[src/rtl/obstacle_sequencer.sv]
// obstacle_sequencer: chooses a pseudo-random wave from the obstacle
// position ROM, latches both obstacle positions and scrolls them down the
// screen once per video frame.
// Optional feature macro: SPEEDUP_EN. When it is defined, the scroll step
// goes up by one every 8 completed waves, up to a maximum of 15.
//
// state | meaning
// IDLE  | game stopped, obstacles hidden, positions held
// PICK  | wait for an LFSR value 0..5 to use as the ROM index
// LOAD  | ROM output valid for rom_index; latch positions and actives
// RUN   | scroll on frame_tick until both obstacles have left the play area
module obstacle_sequencer #(
    parameter logic [3:0] SPEED     = 4'd4,
    parameter logic [9:0] Y_LIMIT   = 10'd600,
    parameter logic [7:0] LFSR_SEED = 8'hA5
) (
    input  logic       clk,
    input  logic       rst_n,
    input  logic       run,
    input  logic       frame_tick,
    input  logic [9:0] rom_x0,
    input  logic [9:0] rom_y0,
    input  logic [9:0] rom_x1,
    input  logic [9:0] rom_y1,
    output logic [2:0] rom_index,
    output logic [9:0] obs0_x,
    output logic [9:0] obs0_y,
    output logic [9:0] obs1_x,
    output logic [9:0] obs1_y,
    output logic       obs0_active,
    output logic       obs1_active,
    output logic       wave_done,
    output logic [7:0] wave_count,
    output logic [3:0] speed
);

    localparam logic [1:0] ST_IDLE = 2'd0;
    localparam logic [1:0] ST_PICK = 2'd1;
    localparam logic [1:0] ST_LOAD = 2'd2;
    localparam logic [1:0] ST_RUN  = 2'd3;

    logic [1:0]  state;
    logic [7:0]  lfsr;
    logic        lfsr_fb;
    logic [10:0] y0_sum;
    logic [10:0] y1_sum;
    logic [9:0]  y0_next;
    logic [9:0]  y1_next;
    logic [7:0]  wave_count_inc;
    logic [3:0]  speed_next;

    assign lfsr_fb        = lfsr[7] ^ lfsr[5] ^ lfsr[4] ^ lfsr[3];
    assign wave_count_inc = wave_count + 8'd1;

    // The LFSR runs freely in every state, so the wave chosen depends on timing.
    always_ff @(posedge clk or negedge rst_n) begin
        if (!rst_n) begin
            lfsr <= LFSR_SEED;
        end else begin
            lfsr <= {lfsr[6:0], lfsr_fb};
        end
    end

    // The scroll step is added with a carry bit, so a result above 0x3FF clamps instead of wrapping.
    always_comb begin
        y0_sum  = {1'b0, obs0_y} + {7'd0, speed};
        y1_sum  = {1'b0, obs1_y} + {7'd0, speed};
        y0_next = y0_sum[10] ? 10'h3FF : y0_sum[9:0];
        y1_next = y1_sum[10] ? 10'h3FF : y1_sum[9:0];
    end

`ifdef SPEEDUP_EN
    // The speed rises by one when the completed-wave count reaches a multiple of 8.
    always_comb begin
        speed_next = speed;
        if (wave_count_inc[2:0] == 3'd0 && speed != 4'hF) begin
            speed_next = speed + 4'd1;
        end
    end
`else
    assign speed_next = speed;
`endif

    // Main sequencer. Dropping run overrides every state and hides the obstacles.
    always_ff @(posedge clk or negedge rst_n) begin
        if (!rst_n) begin
            state       <= ST_IDLE;
            rom_index   <= 3'd0;
            obs0_x      <= 10'd0;
            obs0_y      <= 10'd0;
            obs1_x      <= 10'd0;
            obs1_y      <= 10'd0;
            obs0_active <= 1'b0;
            obs1_active <= 1'b0;
            wave_done   <= 1'b0;
            wave_count  <= 8'd0;
            speed       <= SPEED;
        end else begin
            wave_done <= 1'b0;
            if (!run) begin
                state       <= ST_IDLE;
                obs0_active <= 1'b0;
                obs1_active <= 1'b0;
            end else begin
                case (state)
                    ST_IDLE: state <= ST_PICK;
                    ST_PICK: begin
                        if (lfsr[2:0] < 3'd6) begin
                            rom_index <= lfsr[2:0];
                            state     <= ST_LOAD;
                        end
                    end
                    ST_LOAD: begin
                        obs0_x      <= rom_x0;
                        obs0_y      <= rom_y0;
                        obs1_x      <= rom_x1;
                        obs1_y      <= rom_y1;
                        obs0_active <= (rom_y0 < Y_LIMIT);
                        obs1_active <= (rom_y1 < Y_LIMIT);
                        state       <= ST_RUN;
                    end
                    ST_RUN: begin
                        // The end of a wave takes priority over scrolling; a frame_tick in this cycle is dropped.
                        if (!obs0_active && !obs1_active) begin
                            wave_done  <= 1'b1;
                            wave_count <= wave_count_inc;
                            speed      <= speed_next;
                            state      <= ST_PICK;
                        end else if (frame_tick) begin
                            if (obs0_active) begin
                                obs0_y      <= y0_next;
                                obs0_active <= (y0_next < Y_LIMIT);
                            end
                            if (obs1_active) begin
                                obs1_y      <= y1_next;
                                obs1_active <= (y1_next < Y_LIMIT);
                            end
                        end
                    end
                    default: state <= ST_IDLE;
                endcase
            end
        end
    end

endmodule

[config.mk]
export PLATFORM = sky130hd
export DESIGN_NAME = obstacle_sequencer
export DESIGN_NICKNAME = d
export VERILOG_FILES = /design/src/rtl/obstacle_sequencer.sv
export SDC_FILE = /design/constraint.sdc
export NUM_CORES = 1
export LEC_CHECK = 0
export CORE_MARGIN = 2
export CORE_UTILIZATION = 43
export CTS_BUF_LIST = sky130_fd_sc_hd__clkbuf_2 sky130_fd_sc_hd__clkbuf_4 sky130_fd_sc_hd__clkbuf_8
export DETAILED_ROUTE_END_ITERATION = 10
export PLACE_DENSITY = 0.74
export SLEW_MARGIN = 20
export SYNTH_ARGS = -nofsm -noshare
export SYNTH_HDL_FRONTEND = slang
export SYNTH_SLANG_ARGS = --single-unit
export TNS_END_PERCENT = 10
[constraint.sdc]
create_clock -name clk -period 1.9 [get_ports clk]
set_input_delay 0.38 -clock clk [delete_from_list [all_inputs] [get_ports clk]]
set_output_delay 0.38 -clock clk [all_outputs]
set_load 0.005 [all_outputs]
==> impl_metrics.tcl <==
set metrics [dict create \
    drt_first_pass_iters 4 \
    fin_crit_sh_pct 95.90 \
    grt_pass1_vias 2684 \
    cp_max_fo 10 \
    numPortBuffers 97 \
    clk_pin_slew_ns 0.08 \
    critPathKind "reg -> out" \
    grt_overflow 0 \
    crit_buf_inv 1 \
    synth_area_leader_cell "dfrtp_1" \
    cts_resized 0 \
    start_util_pct 44.36 \
    slowest_stage "clkdlybuf4s50_1" \
    setup-violations-final 0 \
    grt_antenna_before_repair 0 \
    gp_congestion 0.8489 \
    dpl.hpwl_mm 5.741 \
    ant_nets 0 \
    place_ws_ns 0.09101 \
    ys_async_sr_fraction_pct 100.0 \
    power.leakage_nw 1.903 \
    track_usage_pct 19.99 \
    cp_cell_sequence "clkdlybuf4s50_1" \
    rows 31 \
    fmax_mhz 548.8 \
    regToRegEndpoint "obs0_y[4]" \
    die_w_um 90.28 \
    worstReg2RegStart "obs0_y[2]" \
    rsz0062_at_grt "no" \
    drt_wl_total_mm 7.883 \
    peakVddDrop_mv 0.6848 \
    tns_ns 0 \
    synth_seq_area_share_pct 50.20 \
    ys.flop_type "dfrtp_1" \
    viasPerCell 5.339 \
    ff2ff_path_depth 5 \
    ys_types 50 \
    cts_tree "done" \
    cts_made_buffers 9 \
    num-fill-cells 631 \
    r2r_setup_slack_ns 0.17 \
    setup_ws_ns 0.07798 \
    slew_viol_final 0 \
    startpoint_type "flip-flop" \
    first_iter_violations 117 \
    min_path_type "in -> async" \
    avgSynthCellArea_um2 10.49 \
    h-tree-depth 3 \
    vias 2723 \
    yosys-top-cells-area "dfrtp_1 (47%), mux2_2 (7.7%), a21oi_1 (3.4%)" \
    grt_pass1_wl_mm 13.10 \
    ctsRootBufferMaster "clkbuf_8" \
    die_h_um 90.28 \
    core_mm2 0.007214 \
    worst_clock_skew_ns 0.007644 \
    grt_start_max_net_pins 65 \
    cap_violations 0 \
    die_area_mm2 0.008150 \
    finalNetCount 456 \
    drc 0 \
    pin_count 102 \
    drive_gt1_share_pct 14.84 \
    endpoint_kind "output port" \
    setup.worst_path.start "obs1_y[4]" \
    yosys.area.top_type_share_pct 46.91 \
    critPathTopFamily "buffers and inverters" \
    syn_inst 305 \
    min_period_ns 1.822 \
    clock_sinks 64 \
    hold_viol 0 \
    p_total_mw 6.016 \
    post_cts.repair.setup_buffers 0 \
    area_growth_pct 40.62 \
    cts_hold_buf 0 \
    num_antenna_cells 0 \
    cp_slowest_stage_delay_ns 0.57 \
    pwr_density_cell_mw_per_mm2 1337 \
    synth_area_mm2 0.003201 \
    status "complete, no violations" \
    synth-edff-count 0 \
    clk_latency_ns 0.34 \
    clockBufferDepth 2 \
    wl_per_cell_um 15.46 \
    ys_ff_latch 64 \
    synth_warnings 0 \
    cp_data_arrival_time_ns 1.44 \
    worstPathRequired_ns 1.52 \
]
==> layout make-up <==
class	count	area, um2	area share, %
clock buffers	10	137.6	3.058
repair buffers	109	1081	24.02
inverters	5	18.77	0.4170
clock inverters	6	67.56	1.501
flip-flops and latches	64	1607	35.70
well taps	99	123.9	2.752
multi-input cells	217	1465	32.55
==> power by group <==
group | internal, mW | leakage (nW) | switching (mW)
sequential | 1.85 | 0.776 | 0.578
clock | 0.646 | 0.0989 | 0.550
combinational | 1.52 | 1.03 | 0.873
==> Yosys cell counts, types with 2 or more instances <==
cell type	instances
a211oi_1	2
a21o_1	4
a21oi_1	22
a31oi_1	6
and2_1	2
and3_1	6
and4_1	3
buf_2	8
buf_4	8
clkbuf_1	4
conb_1	2
dfrtp_1	60
dfstp_2	4
ha_1	6
inv_1	5
mux2_2	22
mux2i_1	2
nand2_1	27
nand2b_1	4
nand3_1	9
nand4_1	8
nor2_1	21
nor2b_1	2
nor3_1	2
o21a_1	6
o21ai_0	11
o21ai_1	2
o22a_1	6
o22ai_1	7
o31ai_1	2
o32a_1	4
o32ai_1	2
xnor2_1	8
xor2_1	2
==> state kept, by name (all words and copies together) (netlist names) <==
name / count
lfsr: 8
obs0_active: 1
obs0_x: 10
obs0_y: 10
obs1_active: 1
obs1_x: 10
obs1_y: 10
rom_index: 3
state: 2
wave_count: 8
wave_done: 1
==> how the worst max path moves through the flow <==
stage	endpoint	slack [ns]	cells after the start
2_1_floorplan	obs1_y[0]	0.33	6
3_3_place_gp	obs1_y[0]	0.11	6
3_5_place_dp	wave_count[1]	0.09	4
4_1_cts	obs1_y[4]	0.07	1
5_1_grt	obs0_y[6]	0.01	1
6_report	obs1_y[4]	0.08	1
==> cells by family after synthesis <==
kind of cell / count (synthesis) / share of synthesized area [%]
AO/OA/AOI/OAI: 83 / 17.24
XOR/XNOR: 10 / 2.737
adder cells (fa/ha/maj): 6 / 2.346
buffers and inverters: 26 / 4.339
flip-flops: 64 / 50.20
multiplexers: 24 / 8.366
other: 2 / 0.2346
AND/OR/NAND/NOR: 90 / 14.54
==> routing by layer <==
layer  vias to the layer above  routed length (um)  global-route usage [%]
li1                       1303                   -                       -
met2                        73                4006                   33.52
met3                         5                 321                   4.508
met5                         -                   0                       0
met4                         0                  83                   7.179
met1                      1342                3471                   25.48
==> layout by cell type (no fill, tap or decap), types with 3 or more instances in the layout <==
cell type	n
xnor2_1	8
clkdlybuf4s50_1	96
o22ai_1	7
a31oi_1	6
ha_1	5
dfrtp_1	60
inv_1	5
dfstp_2	4
nor2_1	21
clkbuf_8	10
buf_4	10
and3_1	6
o21a_1	6
nand2_1	27
nand2b_1	4
a21o_1	4
nand4_1	8
o21ai_0	11
nand3_1	9
and4_1	3
conb_1	4
o32a_1	4
a21oi_1	22
o22a_1	6
mux2_2	22
==> through the flow <==
step	utilization (%)	hold WS (ns)	instances	instance area, um2
final	62.38	0.01486	510	4501
after global routing	62.38	0.05969	510	4501
after CTS	62.35	0.05202	510	4498
after detailed placement	59.50	0.3525	494	4293
after global placement	59.50	0.3358	494	4293
after floorplan	-	0.08441	307	3208
(Power assumes the default switching activity.)
